--- config.mk ---
export PLATFORM = sky130hd
export DESIGN_NAME = rr_arbiter_8
export DESIGN_NICKNAME = d
export VERILOG_FILES = /design/src/rtl/rr_arbiter_8.sv
export SDC_FILE = /design/constraint.sdc
export NUM_CORES = 1
export LEC_CHECK = 0
export CAP_MARGIN = 20
export CORE_ASPECT_RATIO = 1.25
export CORE_MARGIN = 2
export CORE_UTILIZATION = 55
export CTS_CLUSTER_DIAMETER = 30
export DETAILED_ROUTE_END_ITERATION = 7
export MAX_ROUTING_LAYER = met4
export PLACE_DENSITY = 0.79
export SETUP_SLACK_MARGIN = 0.15
export SLEW_MARGIN = 15
export SYNTH_ARGS = -nofsm -noshare
export SYNTH_HDL_FRONTEND = slang
export SYNTH_SLANG_ARGS = --single-unit
--- constraint.sdc ---
create_clock -name clk -period 7.29 [get_ports clk]
set_input_delay 1.8225 -clock clk [delete_from_list [all_inputs] [get_ports clk]]
set_output_delay 1.8225 -clock clk [all_outputs]
set_load 0.02 [all_outputs]
--- src/rtl/rr_arbiter_8.sv ---
// Round-robin arbiter for N requesters with a registered one-hot grant, encoded index and hold timeout.
// A grant is held until its owner drops req or the hold limit expires. Priority then rotates past the owner.
module rr_arbiter_8 #(
    parameter int N        = 8,
    parameter int IDX_W    = 3,
    parameter int MAX_HOLD = 16,
    parameter int HOLD_W   = 5
) (
    input  logic             clk,
    input  logic             rst_n,
    input  logic             en,
    input  logic [N-1:0]     req,
    output logic [N-1:0]     gnt,
    output logic [IDX_W-1:0] gnt_idx,
    output logic             gnt_valid,
    output logic             tmo
);

    // Handshake: req is level-held by each requester. A grant stays visible on gnt
    // until its owner deasserts req (seen at the next edge) or the hold limit runs out.
    typedef enum logic {
        IDLE  = 1'b0,
        GRANT = 1'b1
    } state_t;

    localparam bit HAS_TMO = (MAX_HOLD != 0);
    localparam logic [HOLD_W-1:0] HOLD_LAST = HOLD_W'((MAX_HOLD == 0) ? 0 : MAX_HOLD - 1);
    localparam logic [HOLD_W-1:0] HOLD_SAT  = (MAX_HOLD == 0) ? {HOLD_W{1'b1}} : HOLD_W'(MAX_HOLD);

    state_t            state, state_nxt;
    logic [IDX_W-1:0]  ptr, ptr_nxt;
    logic [IDX_W-1:0]  owner, owner_nxt;
    logic [HOLD_W-1:0] hold_cnt, hold_nxt;
    logic              tmo_nxt;
    logic [IDX_W-1:0]  winner;
    logic              found;
    logic              owner_req;
    logic              hold_hit;

    // First requester at or after ptr, wrapping through N-1 back to ptr-1.
    always_comb begin
        found  = 1'b0;
        winner = '0;
        for (int i = 0; i < N; i++) begin
            if (!found && req[(int'(ptr) + i) % N]) begin
                found  = 1'b1;
                winner = IDX_W'((int'(ptr) + i) % N);
            end
        end
    end

    assign owner_req = req[owner];
    assign hold_hit  = HAS_TMO && (hold_cnt == HOLD_LAST);

    always_ff @(posedge clk or negedge rst_n) begin
        if (!rst_n) begin
            state    <= IDLE;
            ptr      <= '0;
            owner    <= '0;
            hold_cnt <= '0;
            tmo      <= 1'b0;
        end else begin
            state    <= state_nxt;
            ptr      <= ptr_nxt;
            owner    <= owner_nxt;
            hold_cnt <= hold_nxt;
            tmo      <= tmo_nxt;
        end
    end

    always_comb begin
        state_nxt = state;
        ptr_nxt   = ptr;
        owner_nxt = owner;
        hold_nxt  = hold_cnt;
        tmo_nxt   = 1'b0;
        case (state)
            IDLE: begin
                if (en && found) begin
                    state_nxt = GRANT;
                    owner_nxt = winner;
                    hold_nxt  = '0;
                end
            end
            GRANT: begin
                if (!owner_req || hold_hit) begin
                    // A req drop on the timeout edge counts as a normal release.
                    state_nxt = IDLE;
                    ptr_nxt   = IDX_W'((int'(owner) + 1) % N);
                    owner_nxt = '0;
                    hold_nxt  = '0;
                    tmo_nxt   = owner_req;
                end else if (hold_cnt != HOLD_SAT) begin
                    hold_nxt = hold_cnt + HOLD_W'(1);
                end
            end
            default: state_nxt = IDLE;
        endcase
    end

    always_comb begin
        gnt       = '0;
        gnt_idx   = '0;
        gnt_valid = 1'b0;
        if (state == GRANT) begin
            gnt[owner] = 1'b1;
            gnt_idx    = owner;
            gnt_valid  = 1'b1;
        end
    end

endmodule

# ---- Word level (Yosys, flattened, before mapping)
# Cells that the tools add are included.
# W data, S select, Z words.
dict set report word_totals {
  ff_bits 13
  inputBits 11
  out_inout_bits 13
  wordCells 123
}
dict set report op_classes {
  n_addsub 9
  magnitude_cmp 10
  eq_ne 5
  mux 58
  bitwise 8
  reduce_logical 28
}
# op count
set ops {}
lappend ops {{$lt A4 B5 Y1 const B} 7}
lappend ops {{$mux W3} 11}
lappend ops {{$mux W1} 30}
lappend ops {{$bmux W1 S3} 9}
lappend ops {{$reduce_or A3 Y1} 7}
lappend ops {{$mux W5} 3}
lappend ops {{$add A3 B3 Y3 const B} 4}
lappend ops {{$pmux W5 S2} 1}
lappend ops {{$logic_and A1 B1 Y1} 9}
lappend ops {{$logic_not A1 Y1} 8}
lappend ops {{$lt A3 B4 Y1 const B} 2}
lappend ops {{$mux W8} 1}
lappend ops {{$and A1 B1 Y1 const A} 7}
lappend ops {{$add A3 B1 Y3 const B} 2}
lappend ops {{$add A3 B2 Y3 const B} 2}
lappend ops {{$pmux W3 S2} 1}
lappend ops {{$reduce_and A2 Y1} 3}
lappend ops {{$add A5 B1 Y5 const B} 1}
lappend ops {{$eq A5 B4 Y1 const B} 1}
lappend ops {{$ne A5 B5 Y1 const B} 1}
lappend ops {{$demux W1 S3} 1}
lappend ops {{$ge A3 B1 Y1 const B} 1}
lappend ops {{$ne A3 B1 Y1 const B} 1}
lappend ops {{$ne A2 B1 Y1 const B} 1}
lappend ops {{other kinds (4)} 4}

# ---- Depth between registers and ports, before layout
dict set report logic_depth {
  depth_word 29
  depth_mapped 12
  depth_no_buf 9
}

# ---- Least setup slack after synthesis
# OpenSTA, ideal clock, no wires.
dict set report synth_timing {
  path_kind {in2reg}
  from {input port req[4]}
  to {register owner[2]}
  setup_ns 0.122
  arrival_time_ns 3.702
  required_ns 7.168
  setup_slack_ns 3.466
  path_stages 7
  path_buffers 1
  cell_sequence {clkbuf_1 mux4_2 nor4_1 o211ai_2 o31ai_2 a31oi_1 a32o_1}
}
dict set report synth_between {
  elab_chain_len 27
  elab_cells_between_ends 63
  classes_between {eq/ne (2); mux (43); reduce/logical (18)}
}
# item line_no
set synth_lines {}
lappend synth_lines {{start, declared} 12} ;# input logic [N-1:0] req,
lappend synth_lines {{$bmux W1 S3} 45} ;# if (!found && req[(int'(ptr) + i) % N]) begin
lappend synth_lines {{$mux W1 (not written as such)} 45}
lappend synth_lines {{$mux W1} 45}
lappend synth_lines {{$logic_not A1 Y1} 45}
lappend synth_lines {{$logic_and A1 B1 Y1} 45}
lappend synth_lines {{$mux W1} 45}
lappend synth_lines {{$logic_not A1 Y1} 45}
lappend synth_lines {{$logic_and A1 B1 Y1} 45}
lappend synth_lines {{[... 11 more ...]} --}
lappend synth_lines {{$logic_and A1 B1 Y1} 45}
lappend synth_lines {{$mux W1} 45}
lappend synth_lines {{$logic_not A1 Y1} 45}
lappend synth_lines {{$logic_and A1 B1 Y1} 45}
lappend synth_lines {{$mux W1} 45}
lappend synth_lines {{$logic_and A1 B1 Y1} 79} ;# if (en && found) begin
lappend synth_lines {{$ne A2 B2 Y1 (no source line)} --}
lappend synth_lines {{$reduce_and A2 Y1 (no source line)} --}
lappend synth_lines {{end signal, assigned} 65} ;# owner <= owner_nxt;
lappend synth_lines {{end, declared} 32} ;# logic [IDX_W-1:0] owner, owner_nxt;
# Parallel ways exist; a longest one is shown, timed or not. The select of a mux whose other input is x is not followed.
# A chain may end at the register's enable or synchronous reset.

# ---- Worst setup path after layout
dict set report layout_timing {
  from {input port req[6]}
  to {register owner[2]}
}
# The elaborated chain is that of the path after synthesis.

==> flow_summary_export.csv <==
group,metric,value,unit
detailed_routing,routed_wirelength,4.86,mm
sta,setup_viol,0,
worst_setup_path,crit_required,7.41,ns
floorplan,chipHeight,69.4,um
detailed_routing,num_vias,1816,
floorplan,boundaryPins,24,
clock_tree,clock_latency,0.24,ns
sta,worst_slack,2.98,ns
worst_setup_path,path_class,"primary input to register",
clock_tree,cts_buffer_depth,2,
sta,tns,0,ns
worst_setup_path,critPathCaptureType,"register",
logic_synthesis,synthesis.area,1880,um2
clock_tree,cts_hold_buf,0,
floorplan,core,3250,um2
clock_tree,clock-root-buffer,"clkbuf_8",
worst_setup_path,worstRegToRegCells,10,
global_route,grt_max_degree,29,
logic_synthesis,synth_top_cell_by_area,"dfrtp_1",
place,io_buffers,23,
global_route,overflow,0,
global_route,grt_pass1_vias,1785,
sta,slew_violations,0,
worst_setup_path,rrSetupSlack,3.54,ns
floorplan,die_w,56.3,um
cells_and_area,syn2layout_area_growth,13.8,%
clock_tree,cts_setup_buffers,0,
worst_hold_path,hold_path.startpoint,"hold_cnt[4]",
logic_synthesis,synth_ff_type,"dfrtp_1",
logic_synthesis,synth-seq-cells,13,
cells_and_area,regArea,325,um2
worst_setup_path,cp.arrival,4.43,ns
floorplan,initial_core_util,0.579,
logic_synthesis,synth.distinct_cells,55,
pwr,power_density,511,nW/um2
cells_and_area,nNetsFinal,239,
sta,tightest_slew,0.722,ns
logic_synthesis,synth_top_area_frac,0.173,
detailed_routing,wl_per_cell,18.8,um
pwr,leakagePower,0.885,nW
global_route,grt_pass1_wl,8.49,mm
detailed_routing,ant_nets,0,
clock_tree,numCtsBuffers,3,
sta,max_freq,232,MHz
sta,hold_viol,0,
run_status,status,"complete, no violations",
sta,post-route-period-util,0.591,
detailed_routing,drc,0,
sta,final.setup_skew,0.00227,ns
global_route,grt_use_total,0.275,
place,pre_cts_ws,2.78,ns
clock_tree,clock_sinks,13,
worst_setup_path,critPathMaxFanout,12,
sta,rsz0062_at_grt,"no",
logic_synthesis,yosysSeqAreaShare,0.173,
logic_synthesis,synth_warnings,0,
cells_and_area,drive_above_1_share,0.140,
sta,period_needed,4.31,ns
detailed_routing,avgViaCountPerCell,7.04,
worst_setup_path,start_kind,"primary input",
sta,max_slew_margin,0.519,
pwr,peakVddDrop,0.390,mV
worst_hold_path,hold_path_class,"register to register",
logic_synthesis,synth_edf_count,0,
clock_tree,cts_tree,"done",
logic_synthesis,synth.most_common_cell,"inv_1",
floorplan,row_count,23,
cells_and_area,antenna_cells,0,
clock_tree,cts_htree_levels,1,
flow_run,drv_cap,0,
place,gp_congestion,0.926,
worst_setup_path,r2r_start,"ptr[1]",
logic_synthesis,synthTopCellsByCount,"inv_1, mux4_2, a21oi_1, dfrtp_1, mux2i_1",
floorplan,die_area,3910,um2
cells_and_area,multi_input_area,1420,um2
clock_tree,cts_resized,0,
global_route,grt_antenna_before_repair,0,
worst_setup_path,r2r_end,"owner[2]",
cells_and_area,fillers,266,
logic_synthesis,synth_nets,226,
place,post-dp-hpwl,3.72,mm
detailed_routing,drt_iter0_drc,125,
worst_hold_path,hold_depth,1,
detailed_routing,drtPass1Iterations,4,
logic_synthesis,synth_area_leaders,"dfrtp_1, mux4_2, mux2i_1, mux2_2, ha_1",
clock_tree,clkSlewWorstSetupHoldPaths,0.05,ns
worst_hold_path,whs_endpoint,"hold_cnt[4]",
logic_synthesis,netlist_instances,209,
logic_synthesis,avgSynthCellArea,9.00,um2
logic_synthesis,synthArstFlopShare,1.00,
==> critical path, stage by stage <==
cell             delay [ns]
clkdlybuf4s50_1        0.60
mux4_2                 0.60
nor4_1                 0.52
o211ai_2               0.20
o31ai_2                0.37
a31oi_1                0.08
a32o_1                 0.23
==> worst max path at each step <==
| stage | start | endpoint | cells past startpoint |
|---|---|---|---|
| after CTS | req[6] | owner[2] | 7 |
| after detailed placement | req[6] | owner[2] | 7 |
| after floorplan | req[4] | owner[2] | 7 |
| after global routing | req[6] | hold_cnt[3] | 7 |
| after global placement | req[6] | owner[2] | 7 |
| final | req[6] | owner[2] | 7 |
==> power breakdown <==
group | internal (mW) | switching (mW)
logic | 0.385 | 0.488
registers | 0.0970 | 0.0613
clock network | 0.0386 | 0.0248
total | 0.520 | 0.574
==> cells in the final DEF, fill, tap and decap left out, drive strengths merged, types with 3 or more instances in the layout <==
cell type      Yosys  final
a21oi             13     13
a221oi             3      3
a311oi             3      3
a31oi              4      4
and3               5      5
clkbuf             8      4
clkdlybuf4s50      0     23
dfrtp             13     13
ha                 6      6
inv               16     16
mux2               7      7
mux2i             13     13
mux4              14     14
nand2             12     12
nand2b             4      4
nand3              7      7
nor2              10     10
nor3b              3      3
nor4bb             3      3
o21ai              5      5
o22ai              5      5
xor2               3      3
==> registers in the layout, summed over array words and instances (netlist names) <==
register,count
hold_cnt,5
tmo,1
ptr,3
owner,3
state,1
==> stage by stage <==
stage               total power [mW]  area, um2  instances  hold WS [ns]   util
global placement               0.985       2100        254         0.491  0.644
finish                          1.09       2140        258         0.526  0.658
detailed placement              1.02       2100        254         0.515  0.644
global route                    1.19       2140        258         0.567  0.658
floorplan                      0.832       1880        209         0.472      -
CTS                             1.09       2140        258         0.528  0.658
==> layer usage <==
metal | wire length (um) | track usage | part of all wire
met5 | 0 | - | 0
met4 | 140 | 0.111 | 0.029
met1 | 1820 | 0.338 | 0.37
met3 | 339 | 0.0299 | 0.070
met2 | 2570 | 0.459 | 0.53
==> layout make-up <==
class | instances | area share
multi-input combinational | 162 | 0.661
sequential | 13 | 0.152
tap | 37 | 0.0216
timing repair buffer | 25 | 0.115
inverter | 17 | 0.0298
clock buffer | 4 | 0.0210
==> kinds of logic after synthesis <==
logic type | synth area share
adders and majority gates | 0.0399
DFF | 0.173
muxes | 0.279
buffers and inverters | 0.0751
xor gates and xnor gates | 0.0233
and+or+nand+nor | 0.174
AOI/OAI and AO/OA | 0.237
Power figures use the tool's default switching activity.
